`config.mk`:
```
export PLATFORM = sky130hd
export DESIGN_NAME = ics307_load_scheduler
export DESIGN_NICKNAME = d
export VERILOG_FILES = /design/src/rtl/ics307_load_scheduler_pkg.sv /design/src/rtl/ics307_load_scheduler_rr_arbiter3.sv /design/src/rtl/ics307_load_scheduler.sv
export SDC_FILE = /design/constraint.sdc
export NUM_CORES = 1
export LEC_CHECK = 0
export ABC_CLOCK_PERIOD_IN_PS = 2700
export CAP_MARGIN = 10
export CORE_AREA = 3 3 73 75
export CTS_CLUSTER_DIAMETER = 200
export DETAILED_ROUTE_END_ITERATION = 7
export DIE_AREA = 0 0 76 78
export HOLD_SLACK_MARGIN = 0.1
export PLACE_DENSITY = 0.82
export REMOVE_ABC_BUFFERS = 1
export SLEW_MARGIN = 30
export SYNTH_ARGS = -nofsm -noshare
export SYNTH_HDL_FRONTEND = slang
export SYNTH_SLANG_ARGS = --single-unit
```
`constraint.sdc`:
```
create_clock -name clk -period 2.7 [get_ports clk]
set_input_delay 0.405 -clock clk [delete_from_list [all_inputs] [get_ports clk]]
set_output_delay 0.405 -clock clk [all_outputs]
set_load 0.02 [all_outputs]
```
`src/rtl/ics307_load_scheduler_pkg.sv`:
```
// Shared definitions for ICS307 load sequencing: PLL indices, sequencer states,
// and the modulo-3 index step used by both the arbiter and the sequencer.
package ics307_load_scheduler_pkg;

   localparam int unsigned NUM_PLL = 3;

   localparam logic [1:0] PLL0 = 2'd0;
   localparam logic [1:0] PLL1 = 2'd1;
   localparam logic [1:0] PLL2 = 2'd2;

   typedef enum logic [2:0] {
      IDLE,
      START,
      WAIT_XFER,
      RST,
      SETTLE,
      ACK
   } state_t;

   function automatic logic [1:0] pll_next(input logic [1:0] idx, input int unsigned step);
      int unsigned sum;
      sum = 32'(idx) + step;
      return 2'(sum % NUM_PLL);
   endfunction

endpackage

```
`src/rtl/ics307_load_scheduler_rr_arbiter3.sv`:
```
// Combinational round-robin pick among three PLL requests, starting at ptr.
module rr_arbiter3
   import ics307_load_scheduler_pkg::*;
(
   input  logic [2:0] req,
   input  logic [1:0] ptr,
   output logic [2:0] gnt,
   output logic [1:0] idx,
   output logic       valid
);

   logic [1:0] cand;
   logic [2:0] cand_oh;

   always_comb begin
      gnt     = '0;
      idx     = PLL0;
      valid   = 1'b0;
      cand    = PLL0;
      cand_oh = '0;
      for (int unsigned k = 0; k < NUM_PLL; k++) begin
         cand    = pll_next(ptr, k);
         cand_oh = 3'b001 << cand;
         if (!valid && ((req & cand_oh) != '0)) begin
            valid = 1'b1;
            gnt   = cand_oh;
            idx   = cand;
         end
      end
   end

endmodule

```
`src/rtl/ics307_load_scheduler.sv`:
```
// Sequences programming of three ICS307 PLLs over one shared shifter:
// grant, launch transfer, pulse PLL reset, settle, then acknowledge.
module ics307_load_scheduler
   import ics307_load_scheduler_pkg::*;
#(
   parameter int unsigned RESET_CYCLES   = 64,
   parameter int unsigned SETTLE_CYCLES  = 1024,
   parameter int unsigned TIMEOUT_CYCLES = 8192
) (
   input  logic       clk,
   input  logic       reset,
   input  logic [2:0] req,
   input  logic       xferDone,
   output logic       xferStart,
   output logic [1:0] xferSel,
   output logic [2:0] pllReset,
   output logic [2:0] ack,
   output logic [2:0] grant,
   output logic       busy,
   output logic [2:0] timeoutErr,
   input  logic       clearErr
);

   localparam logic [15:0] RST_LOAD    = 16'(RESET_CYCLES - 1);
   localparam logic [15:0] SETTLE_LOAD = 16'(SETTLE_CYCLES - 1);
   localparam logic [15:0] TO_LAST     = 16'(TIMEOUT_CYCLES - 1);

   state_t      state;
   logic [15:0] counter;
   logic [1:0]  rr_ptr;
   logic [2:0]  arb_gnt;
   logic [1:0]  arb_idx;
   logic        arb_valid;

   rr_arbiter3 u_arb (
      .req   (req),
      .ptr   (rr_ptr),
      .gnt   (arb_gnt),
      .idx   (arb_idx),
      .valid (arb_valid)
   );

   always_ff @(posedge clk or negedge reset) begin
      if (!reset) begin
         state      <= IDLE;
         counter    <= '0;
         rr_ptr     <= PLL0;
         xferStart  <= 1'b0;
         xferSel    <= PLL0;
         pllReset   <= '0;
         ack        <= '0;
         grant      <= '0;
         busy       <= 1'b0;
         timeoutErr <= '0;
      end else begin
         xferStart <= 1'b0;
         ack       <= '0;
         if (clearErr) timeoutErr <= '0;

         case (state)
            IDLE: begin
               if (arb_valid) begin
                  grant   <= arb_gnt;
                  xferSel <= arb_idx;
                  busy    <= 1'b1;
                  state   <= START;
               end
            end
            START: begin
               xferStart <= 1'b1;
               counter   <= '0;
               state     <= WAIT_XFER;
            end
            WAIT_XFER: begin
               // Completion takes priority over a timeout expiring on the same clock.
               if (xferDone) begin
                  pllReset <= grant;
                  counter  <= RST_LOAD;
                  state    <= RST;
               end else if (counter == TO_LAST) begin
                  timeoutErr <= (clearErr ? 3'b000 : timeoutErr) | grant;
                  ack        <= grant;
                  state      <= ACK;
               end else if (counter != '1) begin
                  counter <= counter + 16'd1;
               end
            end
            RST: begin
               if (counter == '0) begin
                  pllReset <= '0;
                  counter  <= SETTLE_LOAD;
                  state    <= SETTLE;
               end else begin
                  counter <= counter - 16'd1;
               end
            end
            SETTLE: begin
               // ack is registered on entry so it is high exactly while in ACK.
               if (counter == '0) begin
                  ack   <= grant;
                  state <= ACK;
               end else begin
                  counter <= counter - 16'd1;
               end
            end
            ACK: begin
               rr_ptr <= pll_next(xferSel, 1);
               grant  <= '0;
               busy   <= 1'b0;
               state  <= IDLE;
            end
            default: state <= IDLE;
         endcase
      end
   end

endmodule

```
## Word level (Yosys, flattened, before mapping)

Index checks and enable logic that the tools add are counted.

- Register bits after elaboration: 37
- Input port bits: 7
- Output and inout bits: 16
- Word-level logic and storage cells: 95

- Add/sub/neg operators: 5
- Divide/modulo/power cells: 4
- Equality and inequality tests: 15
- Shift operators: 3
- Multiplexer cells: 37
- Bitwise gates (word level): 4
- Reductions and logical operators: 17

Operators with widths:

| cell | count |
|---|---|
| $mod 32x2->32 const B | 3 |
| $mux 16 | 5 |
| $pmux 16 s4 | 1 |
| $mux 3 | 18 |
| $mod 2x2->32 const B | 1 |
| $pmux 3 s2 | 3 |
| $add 16x1->16 const B | 1 |
| $eq 16x13->1 const B | 1 |
| $logic_not 16->1 | 1 |
| $ne 16x16->1 const B | 1 |
| $sub 16x1->16 const B | 1 |
| $pmux 3 s5 | 1 |
| $ne 2x2->1 const B | 5 |
| $and 3x3->3 | 3 |
| $ne 3x3->1 const B | 3 |
| $reduce_bool 3->1 | 3 |
| $shl 1x2->3 const A | 3 |
| $reduce_and 4->1 | 2 |
| $add 2x1->3 const B | 2 |
| $eq 3x2->1 const B | 2 |
| $eq 3x3->1 const B | 2 |
| $mux 2 | 3 |
| $mux 1 | 5 |
| $reduce_and 2->1 | 2 |
| other kinds (10) | 13 |

## Logic depth before layout (Yosys ltp)

Gate-level depths: netlist of run 1.

- Depth in word-level cells: 13
- Mapped depth: 9
- Mapped depth without buffers: 8

## Hierarchy

From an unflattened synthesis of run 1, not the netlist that was laid out.

- Cells, all modules: 314
- Area, all modules: 2672.6 µm²

By module, submodules not included:

| module | times used | cells each | area each (µm²) |
|---|---|---|---|
| ics307_load_scheduler | 1 | 288 | 2484.9 |
| rr_arbiter3 | 1 | 26 | 187.7 |

## Worst setup path after synthesis of run 1

OpenSTA, ideal clock, no wires.

- Path type: flip-flop to flip-flop
- Start point: register counter[0]
- End point: register counter[13]
- Setup time: 0.131 ns
- Data arrival time: 2.103 ns
- Required time: 2.569 ns
- Slack: 0.466 ns
- Stages on the path, launching flop included: 9
- Buffers on the path: 0
- Clock period less this slack: 2.234 ns
- Path through: dfrtp_1 inv_1 ha_1 or4b_1 nor4_4 o21a_4 o21ba_1 o31ai_2 o31ai_1

- Longest elaborated chain between the ends: 5
- Elaborated cells between the ends (all ways): 15
- Those cells by class: 2 x add/sub; 5 x eq/ne; 6 x mux; 2 x reduce/logical

RTL lines:

| element | RTL line | RTL |
|---|---|---|
| from (decl) | ics307_load_scheduler.sv:29 | `logic [15:0] counter;` |
| from (signal assigned) | ics307_load_scheduler.sv:85 | `counter <= counter + 16'd1;` |
| from (signal assigned) | ics307_load_scheduler.sv:94 | `counter <= counter - 16'd1;` |
| from (signal assigned) | ics307_load_scheduler.sv:103 | `counter <= counter - 16'd1;` |
| $add 16x1->16 | ics307_load_scheduler.sv:85 |  |
| $mux 16 | ics307_load_scheduler.sv:84 | `end else if (counter != '1) begin` |
| $mux 16 | ics307_load_scheduler.sv:80 | `end else if (counter == TO_LAST) begin` |
| $mux 16 | ics307_load_scheduler.sv:76 | `if (xferDone) begin` |
| $pmux 16 s4 | ics307_load_scheduler.sv:60 | `case (state)` |

Parallel ways exist; a longest one is shown, timed or not. The select of a mux whose other input is x is not followed.
A chain may end at the register's enable or synchronous reset.

## Final worst setup path of run 1

Ends and elaborated chain as after synthesis.

==> results of run 1 <==
-- cell usage after synthesis, types with 4 or more instances --
master / number
o21ai_0: 31
or3_1: 5
nor3_1: 13
ha_1: 7
a211oi_1: 5
nor2b_1: 6
nand3_1: 14
clkbuf_1: 19
and2_1: 4
dfrtp_1: 37
nand4_1: 4
o21a_1: 4
nor2_1: 23
nand2_1: 45
inv_1: 9
o21ai_1: 11
a21oi_1: 19
a31oi_1: 7
-- final cells by class --
cell class,instances,share of cell area [%]
multi-input combinational,272,53.29
sequential,37,29.70
timing repair buffer,33,9.551
tap,67,2.689
clock buffer,5,2.207
clock inverter,3,1.485
inverter,9,1.083
-- power by group --
group | leakage, nW | switching, mW | total [mW] | internal [mW]
registers | 0.486 | 0.286 | 1.01 | 0.727
logic | 0.705 | 1.24 | 2.10 | 0.859
clock network | 0.0543 | 0.221 | 0.497 | 0.277
-- sequential cells by signal (all words and copies together) (netlist names) --
register    cells
ack             3
state           3
counter        16
pllReset        3
xferSel         2
busy            1
rr_ptr          2
timeoutErr      3
grant           3
xferStart       1
-- final timing paths --
path,from,to,slack [ns],cells after the start
max,counter[0]$_DFFE_PN0P_,counter[13]$_DFFE_PN0P_,0.21,8
min,reset,counter[4]$_DFFE_PN0P_,0.19,1
max reg2reg,counter[0]$_DFFE_PN0P_,counter[13]$_DFFE_PN0P_,0.21,8
min reg2reg,busy$_DFFE_PN0P_,busy$_DFFE_PN0P_,0.49,2
max in group asynchronous,reset,grant[1]$_DFFE_PN0P_,2.00,1
min in group clk,busy$_DFFE_PN0P_,busy$_DFFE_PN0P_,0.49,2
-- routing by layer --
layer / track usage (%) / wire, um
met1: 35.19 / 3314
met2: 37.77 / 3229
met3: 3.944 / 461
met4: 8.514 / 131
met5: 0 / 0
-- kinds of logic after synthesis --
kind of cell	Yosys count	share of synthesized area, %
and+or+nand+nor	148	29.16
AOI/OAI and AO/OA	111	26.49
DFF	37	33.98
buffers and inverters	32	5.050
adders and majority gates	7	3.214
xor gates and xnor gates	4	1.286
muxes	2	0.8264
-- worst reg2reg max path, delay by kind of cell (launching register included) --
family,cells,cell delay [ns]
AOI/OAI and AO/OA,4,0.69
and+or+nand+nor,2,0.85
DFF,1,0.46
adders and majority gates,1,0.22
buffers and inverters,1,0.14
==> metrics.log, run 1 <==
INFO  metric result_of_the_run = complete, no violations
INFO  metric final_layout_size_suffix_gt1_share = 10.31%
INFO  metric cts_buffers = 5
INFO  metric synth-async-reset-ratio = 100.0%
INFO  metric edff_count_synth = 0
INFO  metric synth_area_per_cell = 7.992 um^2
INFO  metric tritoncts_num_sinks = 37
INFO  metric gp_congestion = 1.015
INFO  metric yosys_warnings = 0
INFO  metric tns = 0 ns
INFO  metric synth_area_leader_cell = dfrtp_1
INFO  metric critical_path.cell_chain = inv_1, ha_1, or4b_1, nor4_4, o21a_4, o21ba_1, o31ai_2, o31ai_1
INFO  metric worst_setup_hold_path_clk_slew = 0.08 ns
INFO  metric dp_hpwl = 5058 um
INFO  metric worst_setup_timing_slack_at_the_placement_stage = 0.2643 ns
INFO  metric finalSetupViolations = 0
INFO  metric gr-usage-all-layers = 24.58%
INFO  metric finalCriticalPeriod = 2.487 ns
INFO  metric drcViolationCount = 0
INFO  metric area_growth = 14.42%
INFO  metric timing.final.crit_share = 92.12%
INFO  metric n_antenna_cell = 0
INFO  metric mostFrequentLayoutCell = nand2_1
INFO  metric die_h = 78 um
INFO  metric cts-root-buf = clkbuf_8
INFO  metric timing_max_transition_violations_final = 0
INFO  metric yosys_most_used_dff = dfrtp_1
INFO  metric max_cap_viol_count = 0
INFO  metric worstPathBufferInverterCount = 1
INFO  metric power_per_cell_area = 1159 mW/mm^2
INFO  metric largest_net_degree_at_the_start_of_global_routing = 38
INFO  metric die_area = 0.005928 mm^2
INFO  metric drt-vias-per-instance = 6.383
INFO  metric die_span_in_x = 76 um
INFO  metric grt_remaining_overflow = 0
INFO  metric setup.worst_path.class = reg2reg
INFO  metric io_pins = 23
INFO  metric drt_iter0_drc = 383
INFO  metric postRouteAntennaNets = 0
INFO  metric ys_types = 69
INFO  metric place.detailed.instances = 418
INFO  metric insertion_delay_of_the_later_clocked_pin_in_the_worst_skew_pair = 0.30 ns
INFO  metric cts_hold_repair.buffers = 0
INFO  metric synthCells = 341
INFO  metric grt_first_pass_wirelength = 11930 um
INFO  metric crit_path_start_kind = register
INFO  metric vias = 2719
INFO  metric finalCoreUtilization = 66.01%
INFO  metric yosys-top-cells-area = dfrtp_1 (34%), nand2_1 (6.2%), o21ai_0 (5.7%)
INFO  metric placement.cell_area = 0.003003 mm^2
INFO  metric critical_path.max_fanout = 9
INFO  metric worst-endpoint-arrival = 2.66 ns
INFO  metric tightest_slew = 0.8075 ns
INFO  metric crit_family = simple AND/OR/NAND/NOR gates
INFO  metric hold_viol_final = 0
INFO  metric rsz_0062_raised_after_global_routing = false
INFO  metric yosys_register_bits = 37
INFO  metric stdcell_area = 0.003118 mm^2
INFO  metric num-nets-final = 372
INFO  metric synth.cell_area = 0.002725 mm^2
INFO  metric cts.htree.levels = 2
INFO  metric antenna_violations_before_repair = 0
INFO  metric clk_path_buf_depth = 2
INFO  metric worst_hold_slack = 0.1897 ns
INFO  metric ff_latch_area = 925.9 um^2
INFO  metric tritoncts = built
INFO  metric std_cell_rows = 25
INFO  metric detail_route.wl_per_cell = 16.75 um
INFO  metric worst-endpoint-required = 2.88 ns
INFO  metric timing.slew.headroom = 46.17%
INFO  metric num-fill-cells = 398
INFO  metric portBuffers = 22
INFO  metric leakage = 1.245 nW
INFO  metric post_layout_instance_count_excluding_filler_cells = 426
INFO  metric synth_top_area_share = 33.98%
INFO  metric seq_total_area_yosys = 33.98%
INFO  metric core_region_area = 0.004723 mm^2
INFO  metric postCtsResizedCells = 0
INFO  metric dr.pass1.iters = 4
INFO  metric layout.cells.most_common_list = nand2_1 (45), dfrtp_1 (37), o21ai_0 (31), nor2_1 (23), clkdlybuf4s50_1 (21)
INFO  metric post-layout-total-power = 3.614 mW
INFO  metric multi_input_comb_area = 0.001662 mm^2
INFO  metric drt_wl_total = 7137 um
INFO  metric post-route-worst-setup-slack = 0.2127 ns
INFO  metric start_util = 57.70%
INFO  metric end_kind = register
INFO  metric post-cts-setup-buffer-count = 0
INFO  metric peakVddDrop = 0.6624 mV
INFO  metric hold_class = in2async
INFO  metric finalClockSkew = 0.008104 ns
INFO  metric fmaxAchievable = 0.4020 GHz
INFO  metric vias_in_the_first_global_route = 2489
INFO  metric worst_path_max_delay_cell = or4b_1
INFO  metric crit_path_max_incr_delay = 0.50 ns
(Power assumes the default switching activity.)
==> run 2, diff against run 1 <==
- SLEW_MARGIN: 30 -> 20
==> results of run 2 <==
Same layout as run 1: the final DEF is identical, and so are final timing and power.
